===== config.mk =====
export PLATFORM = sky130hd
export DESIGN_NAME = ice_uart_rx_fifo
export DESIGN_NICKNAME = d
export VERILOG_FILES = /design/src/rtl/ice_def_pkg.sv /design/src/rtl/ice_fifo_regfile.sv /design/src/rtl/ice_uart_rx_fifo.sv
export SDC_FILE = /design/constraint.sdc
export NUM_CORES = 1
export LEC_CHECK = 0
export ABC_AREA = 1
export CAP_MARGIN = 20
export CORE_ASPECT_RATIO = 1.4
export CORE_MARGIN = 4
export CORE_UTILIZATION = 55
export DETAILED_ROUTE_END_ITERATION = 8
export PLACE_DENSITY = 0.74
export SYNTH_ARGS = -nofsm -noshare
export SYNTH_HDL_FRONTEND = slang
export SYNTH_SLANG_ARGS = --single-unit

===== constraint.sdc =====
create_clock -name clk -period 2.45 [get_ports clk]
set_input_delay 0.49 -clock clk [delete_from_list [all_inputs] [get_ports clk]]
set_output_delay 0.49 -clock clk [all_outputs]
set_load 0.05 [all_outputs]

===== src/rtl/ice_def_pkg.sv =====
// Shared defaults for the ICE UART buffers.
`ifndef SD
`define SD
`endif

package ice_def;

    localparam int unsigned ICE_UART_FIFO_DEPTH_LOG2 = 4;
    localparam int unsigned ICE_UART_FIFO_HIGH_WATER = 12;
    localparam int unsigned ICE_UART_FIFO_WIDTH      = 8;

endpackage


===== src/rtl/ice_fifo_regfile.sv =====
// Register array for the ICE UART FIFOs: one synchronous write port, one async read port.
`ifndef SD
`define SD
`endif

module ice_fifo_regfile #(
    parameter int unsigned ADDR_W = 4,
    parameter int unsigned WIDTH  = 8
) (
    input  logic              clk_i,
    input  logic              wr_en_i,
    input  logic [ADDR_W-1:0] wr_addr_i,
    input  logic [WIDTH-1:0]  wr_data_i,
    input  logic [ADDR_W-1:0] rd_addr_i,
    output logic [WIDTH-1:0]  rd_data_o
);

    logic [WIDTH-1:0] mem_q [2**ADDR_W];

    // Storage has no reset; the owner masks stale contents while empty.
    always_ff @(posedge clk_i) begin
        if (wr_en_i) begin
            mem_q[wr_addr_i] <= `SD wr_data_i;
        end
    end

    assign rd_data_o = mem_q[rd_addr_i];

endmodule


===== src/rtl/ice_uart_rx_fifo.sv =====
// Receive-side first-word-fall-through byte buffer between the UART receiver and the ICE bus
// controller, with registered occupancy, almost-full and sticky overflow status.
`ifndef SD
`define SD
`endif

module ice_uart_rx_fifo
    import ice_def::*;
#(
    parameter int unsigned DEPTH_LOG2 = ICE_UART_FIFO_DEPTH_LOG2,
    parameter int unsigned WIDTH      = ICE_UART_FIFO_WIDTH,
    parameter int unsigned HIGH_WATER = ICE_UART_FIFO_HIGH_WATER
) (
    input  logic                  clk,
    input  logic                  reset_n,
    input  logic [WIDTH-1:0]      in_data,
    input  logic                  in_latch,
    output logic [WIDTH-1:0]      out_data,
    output logic                  out_valid,
    input  logic                  out_ready,
    input  logic                  flush,
    output logic [DEPTH_LOG2:0]   level,
    output logic                  almost_full,
    output logic                  overflow,
    input  logic                  overflow_clear
);

    localparam int unsigned PtrW = DEPTH_LOG2 + 1;
    localparam logic [PtrW-1:0] Depth     = PtrW'(2 ** DEPTH_LOG2);
    localparam logic [PtrW-1:0] HighWater = PtrW'(HIGH_WATER);

    // Pointers carry one extra MSB so full and empty are distinguishable.
    logic [PtrW-1:0] wr_ptr_q, wr_ptr_d;
    logic [PtrW-1:0] rd_ptr_q, rd_ptr_d;
    logic [PtrW-1:0] level_q, level_d;
    logic            almost_full_q, almost_full_d;
    logic            overflow_q, overflow_d;

    logic             full, empty, pop, push, drop, wr_en;
    logic [WIDTH-1:0] rd_data;

    // Handshake decode from the registered occupancy.
    always_comb begin
        empty = (level_q == '0);
        full  = (level_q == Depth);
        pop   = !empty && out_ready;
        // A pop in the same cycle frees the slot the full-push lands in.
        push  = in_latch && (!full || pop);
        drop  = in_latch && full && !pop && !flush;
        wr_en = push && !flush;
    end

    // Next pointers and status; flush wins over push and pop.
    always_comb begin
        wr_ptr_d = wr_ptr_q;
        rd_ptr_d = rd_ptr_q;
        if (flush) begin
            wr_ptr_d = '0;
            rd_ptr_d = '0;
        end else begin
            if (push) wr_ptr_d = wr_ptr_q + PtrW'(1);
            if (pop)  rd_ptr_d = rd_ptr_q + PtrW'(1);
        end
        level_d       = wr_ptr_d - rd_ptr_d;
        almost_full_d = (level_d >= HighWater);
        // A drop in the same cycle as a clear keeps the flag set.
        if (drop) begin
            overflow_d = 1'b1;
        end else if (overflow_clear) begin
            overflow_d = 1'b0;
        end else begin
            overflow_d = overflow_q;
        end
    end

    // State registers.
    always_ff @(posedge clk or negedge reset_n) begin
        if (!reset_n) begin
            wr_ptr_q      <= `SD '0;
            rd_ptr_q      <= `SD '0;
            level_q       <= `SD '0;
            almost_full_q <= `SD 1'b0;
            overflow_q    <= `SD 1'b0;
        end else begin
            wr_ptr_q      <= `SD wr_ptr_d;
            rd_ptr_q      <= `SD rd_ptr_d;
            level_q       <= `SD level_d;
            almost_full_q <= `SD almost_full_d;
            overflow_q    <= `SD overflow_d;
        end
    end

    ice_fifo_regfile #(
        .ADDR_W (DEPTH_LOG2),
        .WIDTH  (WIDTH)
    ) u_regfile (
        .clk_i     (clk),
        .wr_en_i   (wr_en),
        .wr_addr_i (wr_ptr_q[DEPTH_LOG2-1:0]),
        .wr_data_i (in_data),
        .rd_addr_i (rd_ptr_q[DEPTH_LOG2-1:0]),
        .rd_data_o (rd_data)
    );

    // Stale array contents are hidden while empty.
    always_comb begin
        out_valid   = !empty;
        out_data    = empty ? '0 : rd_data;
        level       = level_q;
        almost_full = almost_full_q;
        overflow    = overflow_q;
    end

endmodule

==> Word-level counts from Yosys, hierarchy flattened <==
Memory sizes are Yosys's and may differ from the RTL's.
Index checks and enable logic that the tools add are counted.
{ "op_classes": {"addsub": 3, "eq_ne": 1, "mux": 9, "reduce_logical": 13, "magnitude_cmp": 1} }
{ "ops": {"columns": ["operator", "n"], "rows": [
  ["2-to-1 mux 5 bit", 4],
  ["adder 5 x 1 -> 5 bit (second input constant)", 2],
  ["2-to-1 mux 8 bit", 1],
  ["logical AND 1 bit", 6],
  ["== test 5 bit (second input constant)", 1],
  [">= comparator 5 x 4 -> 1 bit (second input constant)", 1],
  ["zero test 5 bit", 1],
  ["subtractor 5 bit", 1],
  ["zero test 1 bit", 4],
  ["2-to-1 mux 1 bit", 4],
  ["nonzero test 2 bit", 1],
  ["logical OR 1 bit", 1]
]} }
{ "word_totals": {"ff_bits": 17, "inputBits": 14, "memories": 1, "ramBits": 128} }
{ "mem_list": {"columns": ["name", "words", "width", "rd", "rd_ports_with_merged_regs", "wr", "line_no", "source"], "rows": [
  ["u_regfile.mem_q", 16, 8, 1, 0, 1, "ice_fifo_regfile.sv:18", "logic [WIDTH-1:0] mem_q [2**ADDR_W];"]
]} }

==> Longest topological paths before layout <==
{ "depth": {"word_depth": 9, "depth_mapped": 17, "depth_no_buf": 17} }

==> By module <==
A second synthesis with hierarchy kept.
{ "hier_totals": {"cells_unflattened": 677, "hier_area_um2": 6721.4} }
{ "by_module_without_submodules": {"columns": ["mod", "n_inst", "cells_each", "area_per_inst_um2", "seq_area_each_um2"], "rows": [
  ["ice_fifo_regfile", 1, 543, 5606.6, 3843.7],
  ["ice_uart_rx_fifo", 1, 134, 1114.8, 425.4]
]} }

==> Least setup slack after synthesis <==
Ideal clock, no wire load.
{ "synth_path": {"path_kind": "reg-to-reg", "start": "register level_q[1], in the netlist level[1]", "end": "register almost_full_q, in the netlist almost_full", "slack_ps": -343, "arrival_ps": 2667, "path_stages_with_launch": 15, "path_buffers": 0, "setup_ps": 125, "cell_sequence": "dfrtp_1 -> nor2_1 -> nand3_2 -> nand2_1 -> o21ai_0 -> a21oi_1 -> ha_1 -> inv_1 -> fa_1 -> a31oi_1 -> inv_1 -> nand3_1 -> nand2_1 -> nand2_1 -> nand3_1"} }
{ "synth_via": {"word_cells_on_any_way": 13, "classes_between": "add/sub (1); order compare (1); eq/ne (1); mux (4); reduce/logical (6)"} }
{ "synth_rtl": {"columns": ["item", "line_no", "source"], "rows": [
  ["start, declared", "ice_uart_rx_fifo.sv:35", "logic [PtrW-1:0] level_q, level_d;"],
  ["start signal, assigned", "ice_uart_rx_fifo.sv:81", "level_q <= `SD '0;"],
  ["start signal, assigned", "ice_uart_rx_fifo.sv:87", "level_q <= `SD level_d;"],
  ["zero test 5 bit", "ice_uart_rx_fifo.sv:44", "empty = (level_q == '0);"],
  ["zero test 1 bit", null, null],
  ["via out_valid", "ice_uart_rx_fifo.sv:19", "output logic out_valid,"],
  ["logical AND 1 bit", "ice_uart_rx_fifo.sv:46", "pop = !empty && out_ready;"],
  ["2-to-1 mux 5 bit", "ice_uart_rx_fifo.sv:62", "if (pop) rd_ptr_d = rd_ptr_q + PtrW'(1);"],
  ["2-to-1 mux 5 bit", "ice_uart_rx_fifo.sv:57", "if (flush) begin"],
  ["via rd_ptr_d[0]", "ice_uart_rx_fifo.sv:34", "logic [PtrW-1:0] rd_ptr_q, rd_ptr_d;"],
  ["subtractor 5 bit", "ice_uart_rx_fifo.sv:64", "level_d = wr_ptr_d - rd_ptr_d;"],
  [">= comparator 5 x 4 -> 1 bit", "ice_uart_rx_fifo.sv:65", "almost_full_d = (level_d >= HighWater);"],
  ["via almost_full_d", "ice_uart_rx_fifo.sv:36", "logic almost_full_q, almost_full_d;"],
  ["end signal, assigned", "ice_uart_rx_fifo.sv:82", "almost_full_q <= `SD 1'b0;"],
  ["end signal, assigned", "ice_uart_rx_fifo.sv:88", "almost_full_q <= `SD almost_full_d;"],
  ["end, declared", "ice_uart_rx_fifo.sv:36", null]
]} }
The timed path passes the listed nets, and every way through them passes these cells.
A chain may end at the register's enable or synchronous reset.

==> Final worst setup path <==
{ "layout_path": {"start": "register rd_ptr_q[0]", "end": "output out_data[5]"} }
{ "layout_via": {"elab_chain_cells": 2} }
{ "layout_lines": {"columns": ["item", "line_no", "source"], "rows": [
  ["start, declared", "ice_uart_rx_fifo.sv:34", null],
  ["start signal, assigned", "ice_uart_rx_fifo.sv:80", "rd_ptr_q <= `SD '0;"],
  ["start signal, assigned", "ice_uart_rx_fifo.sv:86", "rd_ptr_q <= `SD rd_ptr_d;"],
  ["memory (16 x 8 bit)", null, null],
  ["2-to-1 mux 8 bit", "ice_uart_rx_fifo.sv:108", "out_data = empty ? '0 : rd_data;"],
  ["end, declared", "ice_uart_rx_fifo.sv:18", "output logic [WIDTH-1:0] out_data,"]
]} }
No other way between the ends.

==> metrics.yaml <==
run_status:
  status: "finished with violations"
  failed_checks: "negative setup slack"
floorplan:
  core-area_um2: 10900
  rows: 45
  fp.dieW_um: 97.4
  die_area_um2: 13000
  die_h_um: 133
  initial_core_util_pct: 56.6
  io_pins: 30
sta:
  rsz0062_at_grt: "true"
  finalMaxSlewViolations: 0
  worst_clock_skew_ns: 0.00861
  hold_violations: 0
  maxSlewHeadroom_pct: 47.2
  clock.fmax_mhz: 373
  setup_slack_ns: -0.230
  setup_viol: 8
  worstMarginPinSlew_ns: 0.789
  fin_crit_sh_pct: 109
  period_minus_slack_ns: 2.68
grt:
  track_usage_pct: 25.5
  grt_antenna_before_repair: 0
  grt_overflow: 0
  grt_max_degree: 34
  grt_pass1_vias: 4674
  grt_pass1_wl_um: 25100
synth:
  synth-compound-area-share_pct: 10.7
  synthSimpleGateAreaFrac_pct: 12.7
  avgSynthCellArea_um2: 11.6
  async_reset_ff_share_pct: 11.7
  syn_nets: 554
  synthCells: 530
  synthAdderAreaFrac_pct: 2.16
  synth_xor_area_share_pct: 0.285
  synth_flop_cell: "edfxtp_1"
  synth_edf_count: 128
  synth_cell_types: 28
  yosys.area.top_type: "edfxtp_1"
  synth_seq_cells: 145
  synth_top_family_by_area: "simple AND/OR/NAND/NOR gates"
  yosysSeqAreaShare_pct: 69.4
  synthTopCellsByCount: "edfxtp_1, nor2_1, o21ai_0, nand2_1, inv_1"
  synth.area.top_cells: "edfxtp_1, nor2_1, dfrtp_1"
  yosysWarnings: 0
  synth_mux_area_share_pct: 0
  synth_area_um2: 6150
  synth_most_common_cell: "edfxtp_1"
  synth_top_area_share_pct: 62.5
pwr:
  combPwrFrac_pct: 28.1
  powerDensity_nw_per_um2: 891
  p_sw_share_pct: 30.6
  p_sw_w: 0.00221
  power.total_w: 0.00722
  p_leak_nw: 2.92
  power.internal_w: 0.00501
  peakVddDrop_v: 0.000640
  p_seq_share_pct: 39.1
  clkPwrFrac_pct: 32.8
critical_path:
  critPathKind: "flip-flop to output port"
  cp-end-kind: "output port"
  startpoint_type: "flip-flop"
  r2r_start: "level[2]"
  critPathMaxFanout: 7
  crit-reg2reg-capture: "almost_full"
  reg2reg_depth: 14
  arrival_ns: 2.19
  r2r_setup_slack_ns: 0.08
  required_ns: 1.96
worst_hold_path:
  hp-class: "input pin to asynchronous set/reset pin"
place:
  pre_cts_ws_ns: -0.462
  placed_area_um2: 6900
  place_congestion: 0.840
  io_buffer_count: 29
  dp_hpwl_um: 8810
final_layout:
  drive_above_1_share_pct: 26.3
  regArea_um2: 4280
  layout.nets: 639
  final_cell_area_um2: 8110
  synthToLayoutAreaGrowth_pct: 31.8
  n_fill_cell: 652
  antenna_cells: 0
  multi_input_comb_area_um2: 1860
routing:
  via_count: 4594
  drt_iter0_drc: 533
  drc: 0
  drtAntennaViolNets: 0
  drt_first_pass_iters: 5
  wl_per_cell_um: 21.5
  viasPerCell: 5.97
  wl_um: 16500
clock_tree:
  clock-sinks: 145
  clk_latency_ns: 0.42
  clk_path_buf_depth: 2
  htree_levels: 4
  cts_root_buf: "clkbuf_16"
  path_clk_slew_ns: 0.06
  cts_tree: "done"
  cts-buffers-inserted: 17
run:
  drv_cap: 0
layout make-up:
| class | count | area share (%) |
|---|---|---|
| timing repair buffer | 90 | 13.6 |
| tap | 141 | 2.18 |
| inverter | 33 | 1.73 |
| multi-input combinational | 328 | 23.0 |
| sequential | 145 | 52.8 |
| clock inverter | 14 | 1.45 |
| clock buffer | 18 | 5.29 |
flip-flops by register name, summed over array words and instances, names as in the netlist:
name,flops
almost_full,1
level,5
overflow,1
rd_ptr_q,5
u_regfile.mem_q,128
wr_ptr_q,5
worst max-delay path, cell delays in order (launching register included):
cell	delay, ns
dfrtp_2	0.41
buf_12	0.16
inv_16	0.08
buf_12	0.11
buf_16	0.12
nor2_2	0.03
o211ai_1	0.25
o211ai_1	0.19
a21oi_2	0.23
buf_12	0.16
repair_timing:
action / in CTS / in global routing
hold buffers: 0 / 0
endpoints found under the hold margin: 0 / 0
resized for setup: 50 / 48
pin swaps: 22 / 30
gates cloned: 6 / 1
endpoints found under the setup margin: 9 / 11
setup buffers: 9 / 8
cells in the final DEF (no fill, tap or decap), drive strengths merged:
cell type	instances
clkbuf	19
xor2	2
nand3b	1
clkinvlp	6
nor3b	1
nand2	51
o211ai	16
dfrtp	17
buf	68
or2	1
nand4	2
clkinv	6
nand3	14
nor3	6
bufinv	1
clkdlybuf4s50	20
o21ai	90
a31oi	4
fa	1
ha	9
nor2	118
dlymetal6s2s	1
inv	34
a21oi	11
o22ai	1
edfxtp	128
power by group through the flow:
stage                     clock [W]  combinational, W  sequential, W
final                       0.00237           0.00203        0.00282
after global routing        0.00249           0.00214        0.00282
after CTS                   0.00237           0.00191        0.00282
after detailed placement          0           0.00156        0.00287
after global placement            0           0.00153        0.00287
after floorplan                   0          0.000816        0.00299
cells by family (layout without fill, tap and decap cells):
| logic type | Yosys count | count (layout) |
|---|---|---|
| AOI/OAI and AO/OA | 122 | 122 |
| buffers and inverters | 57 | 155 |
| adders and majority gates | 10 | 10 |
| DFF | 145 | 145 |
| and+or+nand+nor | 194 | 194 |
| xor gates and xnor gates | 2 | 2 |
how the worst max path moves through the flow:
| stage | from | to | slack, ns | cells past startpoint |
|---|---|---|---|---|
| 2_1_floorplan | level[1] | almost_full | 0.006 | 14 |
| 3_3_place_gp | out_ready | almost_full | -0.32 | 17 |
| 3_5_place_dp | out_ready | almost_full | -0.46 | 17 |
| 4_1_cts | rd_ptr_q[0] | out_data[1] | -0.16 | 9 |
| 5_1_grt | rd_ptr_q[0] | out_data[5] | -0.29 | 9 |
| 6_report | rd_ptr_q[0] | out_data[5] | -0.23 | 9 |
metrics by stage:
step / utilization (%) / TNS (ns) / hold slack, ns / cells
global route: 74.6 / -1.91 / 0.594 / 769
floorplan: - / 0 / 0.194 / 530
finish: 74.6 / -1.36 / 0.535 / 769
global placement: 63.5 / -0.840 / 0.517 / 715
detailed placement: 63.5 / -1.30 / 0.546 / 715
CTS: 72.7 / -0.972 / 0.530 / 762
per-layer routing:
metal  part of all wire (%)  vias to the layer above  global-route usage, %  routed length (µm)
li1                       -                     2034                      -                   -
met1                     35                     2238                   30.1                5810
met2                     53                      268                   43.4                8700
met3                    7.6                       54                   5.55                1260
met4                    4.7                        0                   14.4                 772
met5                      0                        -                      0                   0
No activity file was read; power rests on OpenSTA's default activity.
